File: src/rtl/fas_serial_alu_if.sv
// Handshake/bus bundle for the bit-serial adder/subtractor fas_serial_alu.
// Optional feature macro: FAS_SERIAL_OVF_EN adds the signed-overflow flag ovf.
interface fas_serial_alu_if #(
    parameter int N = 8
);
    logic         start;
    logic         a_ns;
    logic [N-1:0] a;
    logic [N-1:0] b;
    logic         busy;
    logic         done;
    logic [N-1:0] result;
    logic         cout;
`ifdef FAS_SERIAL_OVF_EN
    logic         ovf;
`endif

    // Requester side: issues operands and start, observes status/result
    modport master (
        output start, a_ns, a, b,
        input  busy, done, result, cout
`ifdef FAS_SERIAL_OVF_EN
        , input ovf
`endif
    );

    // ALU side: consumes operands, drives status/result
    modport slave (
        input  start, a_ns, a, b,
        output busy, done, result, cout
`ifdef FAS_SERIAL_OVF_EN
        , output ovf
`endif
    );
endinterface

File: src/rtl/fas_serial_alu.sv
// Bit-serial N-bit adder/subtractor: one full adder/subtractor cell plus a
// carry flop, one bit per clock, LSB first. Operands are latched on an
// accepted start; result/cout are registered when the last bit is processed.
// Optional feature macro: FAS_SERIAL_OVF_EN (signed overflow output ovf).
module fas_serial_alu #(
    parameter int N = 8
) (
    input  logic                clk,
    input  logic                rst_n,
    fas_serial_alu_if.slave     ifc
);
    localparam int CW = (N > 2) ? $clog2(N) : 1;
    localparam logic [CW-1:0] LAST = CW'(N - 1);

    typedef enum logic [1:0] {
        ST_IDLE = 2'd0,
        ST_RUN  = 2'd1,
        ST_DONE = 2'd2
    } state_t;

    state_t         state_q, state_d;
    logic [N-1:0]   a_sh_q, a_sh_d;
    logic [N-1:0]   b_sh_q, b_sh_d;
    logic [N-1:0]   res_sh_q, res_sh_d;
    logic [N-1:0]   result_q, result_d;
    logic [CW-1:0]  cnt_q, cnt_d;
    logic           op_q, op_d;
    logic           carry_q, carry_d;
    logic           cout_q, cout_d;
    logic           busy_q, busy_d;
    logic           done_q, done_d;
    logic           cell_sum_s;
    logic           cell_co_s;
    logic           accept_s;
`ifdef FAS_SERIAL_OVF_EN
    logic           ovf_q, ovf_d;
`endif

    // One-bit full adder cell: returns {carry_out, sum}
    function automatic logic [1:0] fas_cell(input logic x, input logic y, input logic cin);
        logic s;
        logic c;
        s = x ^ y ^ cin;
        c = (x & y) | (cin & (x ^ y));
        return {c, s};
    endfunction

    // Next-state, datapath shifting and registered-output next values
    always_comb begin
        // Subtract feeds ~b with carry-in 1, i.e. a + ~b + 1
        {cell_co_s, cell_sum_s} = fas_cell(a_sh_q[0], b_sh_q[0] ^ ~op_q, carry_q);
        accept_s = ifc.start & ((state_q == ST_IDLE) | (state_q == ST_DONE));
        state_d  = state_q;
        a_sh_d   = a_sh_q;
        b_sh_d   = b_sh_q;
        res_sh_d = res_sh_q;
        result_d = result_q;
        cnt_d    = cnt_q;
        op_d     = op_q;
        carry_d  = carry_q;
        cout_d   = cout_q;
`ifdef FAS_SERIAL_OVF_EN
        ovf_d    = ovf_q;
`endif
        case (state_q)
            ST_IDLE, ST_DONE: begin
                if (accept_s) begin
                    state_d  = ST_RUN;
                    a_sh_d   = ifc.a;
                    b_sh_d   = ifc.b;
                    op_d     = ifc.a_ns;
                    carry_d  = ~ifc.a_ns;
                    cnt_d    = {CW{1'b0}};
                    res_sh_d = {N{1'b0}};
                end else begin
                    state_d  = ST_IDLE;
                end
            end
            ST_RUN: begin
                a_sh_d   = {1'b0, a_sh_q[N-1:1]};
                b_sh_d   = {1'b0, b_sh_q[N-1:1]};
                res_sh_d = {cell_sum_s, res_sh_q[N-1:1]};
                carry_d  = cell_co_s;
                cnt_d    = cnt_q + CW'(1);
                if (cnt_q == LAST) begin
                    state_d  = ST_DONE;
                    result_d = {cell_sum_s, res_sh_q[N-1:1]};
                    cout_d   = cell_co_s;
`ifdef FAS_SERIAL_OVF_EN
                    // carry_q here is the carry into the MSB position
                    ovf_d    = carry_q ^ cell_co_s;
`endif
                end else begin
                    state_d  = ST_RUN;
                end
            end
            default: begin
                state_d = ST_IDLE;
            end
        endcase
        busy_d = (state_d == ST_RUN);
        done_d = (state_d == ST_DONE);
    end

    // State, datapath and output registers with asynchronous clear
    always_ff @(posedge clk or negedge rst_n) begin
        if (!rst_n) begin
            state_q  <= ST_IDLE;
            a_sh_q   <= {N{1'b0}};
            b_sh_q   <= {N{1'b0}};
            res_sh_q <= {N{1'b0}};
            result_q <= {N{1'b0}};
            cnt_q    <= {CW{1'b0}};
            op_q     <= 1'b0;
            carry_q  <= 1'b0;
            cout_q   <= 1'b0;
            busy_q   <= 1'b0;
            done_q   <= 1'b0;
`ifdef FAS_SERIAL_OVF_EN
            ovf_q    <= 1'b0;
`endif
        end else begin
            state_q  <= state_d;
            a_sh_q   <= a_sh_d;
            b_sh_q   <= b_sh_d;
            res_sh_q <= res_sh_d;
            result_q <= result_d;
            cnt_q    <= cnt_d;
            op_q     <= op_d;
            carry_q  <= carry_d;
            cout_q   <= cout_d;
            busy_q   <= busy_d;
            done_q   <= done_d;
`ifdef FAS_SERIAL_OVF_EN
            ovf_q    <= ovf_d;
`endif
        end
    end

    assign ifc.busy   = busy_q;
    assign ifc.done   = done_q;
    assign ifc.result = result_q;
    assign ifc.cout   = cout_q;
`ifdef FAS_SERIAL_OVF_EN
    assign ifc.ovf    = ovf_q;
`endif
endmodule

File: src/flat_wrapper.sv
// flat-port wrapper written by rule: the top's interface ports become plain ports
module fas_serial_alu_flat 
#(
    parameter int N = 8
)
  (clk, rst_n, ifc_start, ifc_a_ns, ifc_a, ifc_b, ifc_busy, ifc_done, ifc_result, ifc_cout);
  fas_serial_alu_if #(.N(N)) ifc_i ();
  input  logic clk;
  input  logic rst_n;
  input wire logic [$bits(ifc_i.start)-1:0] ifc_start;
  input wire logic [$bits(ifc_i.a_ns)-1:0] ifc_a_ns;
  input wire logic [$bits(ifc_i.a)-1:0] ifc_a;
  input wire logic [$bits(ifc_i.b)-1:0] ifc_b;
  output wire logic [$bits(ifc_i.busy)-1:0] ifc_busy;
  output wire logic [$bits(ifc_i.done)-1:0] ifc_done;
  output wire logic [$bits(ifc_i.result)-1:0] ifc_result;
  output wire logic [$bits(ifc_i.cout)-1:0] ifc_cout;
  assign ifc_i.start = ifc_start;
  assign ifc_i.a_ns = ifc_a_ns;
  assign ifc_i.a = ifc_a;
  assign ifc_i.b = ifc_b;
  assign ifc_busy = ifc_i.busy;
  assign ifc_done = ifc_i.done;
  assign ifc_result = ifc_i.result;
  assign ifc_cout = ifc_i.cout;
  fas_serial_alu #(.N(N)) u_core (.clk(clk), .rst_n(rst_n), .ifc(ifc_i));
endmodule
File: config.mk
export PLATFORM = sky130hd
export DESIGN_NAME = fas_serial_alu_flat
export DESIGN_NICKNAME = d
export VERILOG_FILES = /design/src/rtl/fas_serial_alu_if.sv /design/src/rtl/fas_serial_alu.sv /design/src/flat_wrapper.sv
export SDC_FILE = /design/constraint.sdc
export NUM_CORES = 1
export LEC_CHECK = 0
export CAP_MARGIN = 20
export CORE_MARGIN = 2
export CORE_UTILIZATION = 48
export CTS_BUF_LIST = sky130_fd_sc_hd__clkbuf_2 sky130_fd_sc_hd__clkbuf_4 sky130_fd_sc_hd__clkbuf_8
export CTS_CLUSTER_DIAMETER = 150
export DETAILED_ROUTE_END_ITERATION = 6
export PLACE_DENSITY = 0.72
export REMOVE_ABC_BUFFERS = 1
export SLEW_MARGIN = 20
export SYNTH_ARGS = -nofsm -noshare
export SYNTH_HDL_FRONTEND = slang
export SYNTH_SLANG_ARGS = --single-unit
File: constraint.sdc
create_clock -name clk -period 2.05 [get_ports clk]
set_input_delay 0.41 -clock clk [delete_from_list [all_inputs] [get_ports clk]]
set_output_delay 0.41 -clock clk [all_outputs]
set_load 0.01 [all_outputs]
==> results of run 1 <==
cell usage in the layout (no fill, tap or decap):
cell type,netlist,final
dfrtp_1,41,41
clkdlybuf4s50_1,0,29
nand2_1,25,25
mux2i_1,17,17
nor2b_1,15,15
a21oi_1,15,15
a211oi_1,14,14
a22o_1,10,10
mux2_1,8,8
clkbuf_8,0,7
buf_4,3,6
o21ai_1,4,4
inv_2,2,2
or2_1,2,2
inv_1,2,2
o21ai_0,2,2
nand3_1,2,2
ha_1,2,2
nand3b_1,1,1
nor3b_1,1,1
xor2_1,1,1
nor2_4,1,1
xnor2_1,1,1
mux2_2,1,1
nor2_1,1,1
fa_1,1,1
clkinv_2,0,1
buf_2,5,1
metrics by stage:
step,setup slack [ns],power [mW]
5_1_grt,0.225,3.54
6_report,0.389,3.28
3_3_place_gp,0.411,2.65
2_1_floorplan,0.0898,2.27
4_1_cts,0.346,3.32
3_5_place_dp,0.336,2.74
registers in the layout, indices dropped and copies added, names as in the netlist, 2 cells and up:
signal and count:
u_core.state_q 2, u_core.b_sh_q 8, u_core.res_sh_q 7, u_core.a_sh_q 8, u_core.cnt_q 3, u_core.ifc.result 8
per-layer routing:
metal / routed length, um / GRT usage (%) / vias up
met5: 0 / 0 / -
met1: 1680 / 21.1 / 664
li1: - / - / 698
met4: 57 / 6.75 / 0
met2: 1680 / 28.0 / 35
met3: 158 / 4.87 / 6
how the worst min path moves through the flow:
stage                                     startpoint                                to  slack, ns
global route                                   rst_n      u_core.b_sh_q[5]$_DFFE_PN0P_       0.21
floorplan                                      rst_n      u_core.a_sh_q[0]$_DFFE_PN0P_       0.11
detailed placement  u_core.ifc.result[5]$_DFFE_PN0P_  u_core.ifc.result[5]$_DFFE_PN0P_       0.46
CTS                                            rst_n  u_core.ifc.result[1]$_DFFE_PN0P_       0.18
finish                                         rst_n  u_core.ifc.result[1]$_DFFE_PN0P_       0.17
global placement    u_core.ifc.result[4]$_DFFE_PN0P_  u_core.ifc.result[4]$_DFFE_PN0P_       0.46
synth_stat cells:
| master | number |
|---|---|
| a22o_1 | 10 |
| nand2_1 | 25 |
| a211oi_1 | 14 |
| o21ai_1 | 4 |
| a21oi_1 | 15 |
| xnor2_1 | 1 |
| mux2i_1 | 17 |
| dfrtp_1 | 41 |
| nand3_1 | 2 |
| fa_1 | 1 |
| nor3b_1 | 1 |
| mux2_2 | 1 |
| o21ai_0 | 2 |
| nor2_1 | 1 |
| nor2b_1 | 15 |
| buf_6 | 3 |
| xor2_1 | 1 |
| nand3b_1 | 1 |
| ha_1 | 2 |
| buf_2 | 5 |
| buf_4 | 3 |
| mux2_1 | 8 |
| inv_2 | 2 |
| inv_1 | 2 |
| clkbuf_1 | 1 |
| nor2_4 | 1 |
| or2_1 | 2 |
final cells by class:
type                    instances  share of cell area, %
well taps                      50                   2.59
clock buffers                   7                   3.99
repair buffers                 36                   14.1
clock inverters                 1                  0.207
flip-flops and latches         41                   42.4
multi-input cells             124                   36.1
inverters                       4                  0.621
cell families (layout without fill, tap and decap cells):
kind of cell | count (synthesis) | in the layout | synth area share, %
fa+ha+maj | 3 | 3 | 2.25
xor+xnor | 2 | 2 | 0.877
mux | 26 | 26 | 13.6
flops | 41 | 41 | 51.3
buf+inv | 16 | 48 | 5.01
simple gates | 48 | 48 | 12.0
compound gates | 45 | 45 | 14.9
worst max-delay path, cell delays in order, from the launching register on:
cell      delay [ns]
dfrtp_1         0.41
ha_1            0.22
ha_1            0.19
nand3b_1        0.40
inv_2           0.17
nand2_1         0.11
nand2_1         0.05
power breakdown:
part,switching [mW],internal (mW)
logic,0.567,0.692
clock network,0.273,0.304
registers,0.281,1.17
total,1.12,2.16
==> results.py, run 1 <==
metrics = {
    "status": {
        "outcome": "completed",
    },
    "logic_synthesis": {
        "synthTopCellsByArea": "dfrtp_1 51%, mux2i_1 8.5%, a211oi_1 5.3%",
        "synth_cells": 181,
        "synth_top_area_share_pct": 51.3,
        "yosys_register_bits": 41,
        "synth.lib_cells_used.distinct": 27,
        "netlist.top_cell.by_area": "dfrtp_1",
        "synth_area_um2": 2000,
        "seq_area_frac_synth_pct": 51.3,
        "syn_avg_cell_area_um2": 11.0,
        "synth_warnings": 0,
    },
    "clock_tree": {
        "path_clk_slew_ns": 0.08,
        "cts.sinks": 41,
        "htree_levels": 2,
        "clk_latency_ns": 0.29,
        "ctsHoldBuffers": 0,
        "post-cts-setup-buffer-count": 0,
        "clockBufferDepth": 2,
        "cts_made_buffers": 5,
        "cts_tree": "done",
        "cts_resized": 0,
        "cts_root_buf": "clkbuf_8",
    },
    "worst_setup_path": {
        "arrival_ns": 1.85,
        "crit_fanout": 13,
        "timing.rr.start": "u_core.cnt_q[0]$_DFFE_PN0P_",
        "crit_end": "u_core.ifc.result[6]$_DFFE_PN0P_",
        "cp-startpoint": "u_core.cnt_q[0]$_DFFE_PN0P_",
        "start_kind": "flip-flop",
        "cp-end-kind": "flip-flop",
        "crit_type": "flip-flop to flip-flop",
        "r2r_setup_slack_ns": 0.39,
        "crit_required_ns": 2.23,
        "reg2reg_to": "u_core.ifc.result[6]$_DFFE_PN0P_",
        "reg2reg_depth": 6,
    },
    "timing": {
        "hold_violations": 0,
        "slew_viol_final": 0,
        "rsz0062_at_grt": "no",
        "slew-limit-headroom_pct": 64.0,
        "fmax_mhz": 602,
        "tns_ns": 0,
        "skew_ns": 0.00430,
        "fin_crit_sh_pct": 81.0,
        "holdWs_ns": 0.171,
        "min_period_ns": 1.66,
        "setup_viol": 0,
        "tightest_slew_ns": 0.538,
    },
    "power": {
        "powerDensity_nw_per_um2": 1360,
        "ir_drop_uv": 574,
        "p_leak_nw": 1.06,
    },
    "die": {
        "fp.dieH_um": 68.5,
        "rows": 23,
        "die_x_um": 68.5,
        "die_area_um2": 4690,
        "io_pins": 31,
        "start_util_pct": 50.0,
        "coreArea_um2": 4000,
    },
    "routing": {
        "firstDrtPassIters": 6,
        "drc": 0,
        "wirelength_um": 3570,
        "antenna_left": 0,
        "wire_per_inst_um": 13.6,
        "avgViaCountPerCell": 5.33,
        "num_vias": 1403,
        "drt_iter0_drc": 45,
    },
    "placed_design": {
        "gp_congestion": 0.727,
        "place_area_um2": 2320,
        "place_hpwl_um": 2450,
        "dp.cells": 255,
        "io_buffers": 30,
    },
    "worst_hold_path": {
        "hold_class": "primary input to asynchronous set/reset pin",
    },
    "layout": {
        "multiInputGateArea_um2": 872,
        "layout.area.seq_um2": 1030,
        "drive_gt1_share_pct": 8.92,
        "areaGrowthSynthToFinish_pct": 21.0,
        "instances_no_fill": 263,
        "post-route-util_pct": 60.4,
        "antennaDiodeCount": 0,
        "layout.nets": 235,
        "n_fill_cell": 348,
        "final_cell_area_um2": 2420,
    },
    "global_route": {
        "antenna_found_initial": 0,
        "grt_pass1_vias": 1288,
        "grt_pass1_wl_um": 5840,
        "grt_overflow": 0,
        "grt_start_max_net_pins": 42,
        "grt_usage_pct": 17.0,
    },
    "flow_run": {
        "maxCapViolCount": 0,
    },
}
Power figures use the tool's default switching activity.
==> run 2: changes to the inputs <==
- PLACE_DENSITY: 0.72 -> 0.75
- clock period: 2.05 -> 1.5 ns (I/O delays scaled with it)
==> run 2 against run 1 <==
Effect of this change: first-iteration DRC count rose by 44%; highest routed layer unchanged; register-to-register slack got worse by 0.35 ns; count of clock-buffer cells in the layout is 1 lower; critical path depth is 2 lower; via count grew 2.9%; core utilization rose by 2.2 points; clock power rose by 23%; maximum frequency up 14%; worst hold slack got worse by 0.11 ns; sequential share of layout area decreased by 1.5 points; flip-flop and latch count unchanged; die area stayed put.
==> results.py, run 2 (synthesis gave the netlist of run 1 again) <==
metrics = {
    "worst_setup_path": {
        "crit_type": "flip-flop to flip-flop",
        "reg2reg_depth": 4,
        "critical_path_cell_count": 4,
        "max_stage_delay_ns": 0.51,
        "crit_chain": "xor2_1 > fa_1 > o21ai_1 > a22o_1",
        "critPathBufInv": 0,
        "crit_required_ns": 1.68,
        "cp_top_family": "adder cells",
        "arrival_ns": 1.64,
        "start_kind": "flip-flop",
        "crit_fanout": 2,
        "cp-end-kind": "flip-flop",
        "critPathSlowestCell": "fa_1",
    },
    "routing": {
        "wirelength_um": 3600,
        "drt_iter0_drc": 65,
        "antenna_left": 0,
        "firstDrtPassIters": 4,
        "wire_per_inst_um": 13.1,
        "avgViaCountPerCell": 5.27,
        "num_vias": 1443,
        "drc": 0,
    },
    "power": {
        "p_leak_nw": 1.23,
        "power_mw": 4.59,
        "ir_drop_uv": 835,
        "powerDensity_nw_per_um2": 1830,
    },
    "die": {
        "die_x_um": 68.5,
        "start_util_pct": 50.0,
        "coreArea_um2": 4000,
        "io_pins": 31,
        "die_area_um2": 4690,
        "rows": 23,
        "fp.dieH_um": 68.5,
    },
    "timing": {
        "tightest_slew_ns": 0.511,
        "rsz0062_at_grt": "yes",
        "tns_ns": 0,
        "fin_ws_ns": 0.0367,
        "fmax_mhz": 683,
        "setup_viol": 0,
        "fin_crit_sh_pct": 97.6,
        "min_period_ns": 1.46,
        "skew_ns": 0.00393,
        "slew_viol_final": 0,
        "slew-limit-headroom_pct": 65.9,
        "holdWs_ns": 0.0587,
        "hold_violations": 0,
    },
    "layout": {
        "layout_commonest_cell": "dfrtp_1",
        "antennaDiodeCount": 0,
        "final_cell_mix": "41 x dfrtp_1, 25 x nand2_1, 20 x clkdlybuf4s50_1, 17 x mux2i_1, 17 x buf_4",
        "layout.nets": 246,
        "instances_no_fill": 274,
        "areaGrowthSynthToFinish_pct": 25.3,
        "post-route-util_pct": 62.6,
        "drive_gt1_share_pct": 13.4,
        "final_cell_area_um2": 2500,
    },
    "placed_design": {
        "place_area_um2": 2380,
        "io_buffers": 30,
        "place_hpwl_um": 2580,
        "pre_cts_slack_ns": -0.0702,
        "dp.cells": 263,
        "gp_congestion": 0.749,
    },
    "global_route": {
        "grt_pass1_vias": 1332,
        "antenna_found_initial": 0,
        "grt_start_max_net_pins": 42,
        "grt_pass1_wl_um": 5820,
        "grt_usage_pct": 17.1,
        "grt_overflow": 0,
    },
    "clock_tree": {
        "ctsHoldBuffers": 0,
        "cts_made_buffers": 5,
        "clk_latency_ns": 0.29,
        "cts_tree": "done",
        "cts.sinks": 41,
        "path_clk_slew_ns": 0.08,
        "cts_root_buf": "clkbuf_8",
        "clockBufferDepth": 2,
        "htree_levels": 2,
    },
    "status": {
        "outcome": "completed",
    },
    "worst_hold_path": {
        "hold_class": "primary input to asynchronous set/reset pin",
    },
    "flow_run": {
        "maxCapViolCount": 0,
    },
}
## run 2: cell types whose count changed in the layout (fill, tap and decap cells not counted), sizes merged
cell           change
clkinv             +1
dlygate4sd2        +1
clkbuf             -1
clkdlybuf4s50      -9
buf               +11
dlymetal6s2s       +8
## run 2: worst paths after layout
path / startpoint / endpoint / slack, ns
hold reg to reg: u_core.ifc.result[3]$_DFFE_PN0P_ / u_core.ifc.result[3]$_DFFE_PN0P_ / 0.47
max in group asynchronous: rst_n / u_core.a_sh_q[5]$_DFFE_PN0P_ / 1.09
setup / recovery: u_core.b_sh_q[0]$_DFFE_PN0P_ / u_core.res_sh_q[7]$_DFFE_PN0P_ / 0.04
min in group clk: u_core.ifc.result[3]$_DFFE_PN0P_ / u_core.ifc.result[3]$_DFFE_PN0P_ / 0.47
hold / removal: rst_n / u_core.ifc.result[4]$_DFFE_PN0P_ / 0.06
setup reg to reg: u_core.b_sh_q[0]$_DFFE_PN0P_ / u_core.res_sh_q[7]$_DFFE_PN0P_ / 0.04
## run 2: where the power goes
| part | total (mW) | switching, mW | internal, mW |
|---|---|---|---|
| Sequential | 1.96 | 0.364 | 1.59 |
| Combinational | 1.92 | 0.843 | 1.08 |
| Clock | 0.712 | 0.371 | 0.341 |
| Total | 4.59 | 1.58 | 3.01 |
## run 2: area by class of cell
type / instances / area, um^2
Tap cell: 50 / 62.6
Sequential cell: 41 / 1030
Inverter: 4 / 15.0
Fill cell: 300 / 1500
Multi-Input combinational cell: 124 / 872
Clock buffer: 6 / 76.3
Timing Repair Buffer: 47 / 442
Clock inverter: 2 / 10.0
## run 2: worst register-to-register path, stage by stage, from the launching register on
cell and delay [ns]:
dfrtp_1 0.39, xor2_1 0.17, fa_1 0.51, o21ai_1 0.06, a22o_1 0.21
## run 2: routing by layer
metal  global-route usage, %  vias up  part of all wire, %
li1                        -      718                    -
met1                    21.2      682                   46
met2                    27.5       38                   47
met3                    5.03        5                  5.9
met4                    7.50        0                  1.4
met5                       0        -                    0
## run 2: timing repair
action / in CTS / in global routing
gates resized for setup: 2 / 8
hold endpoints to repair: 0 / 0
endpoints found under the setup margin: 2 / 9
pin swaps: 3 / 2
buffers inserted: 2 / 1
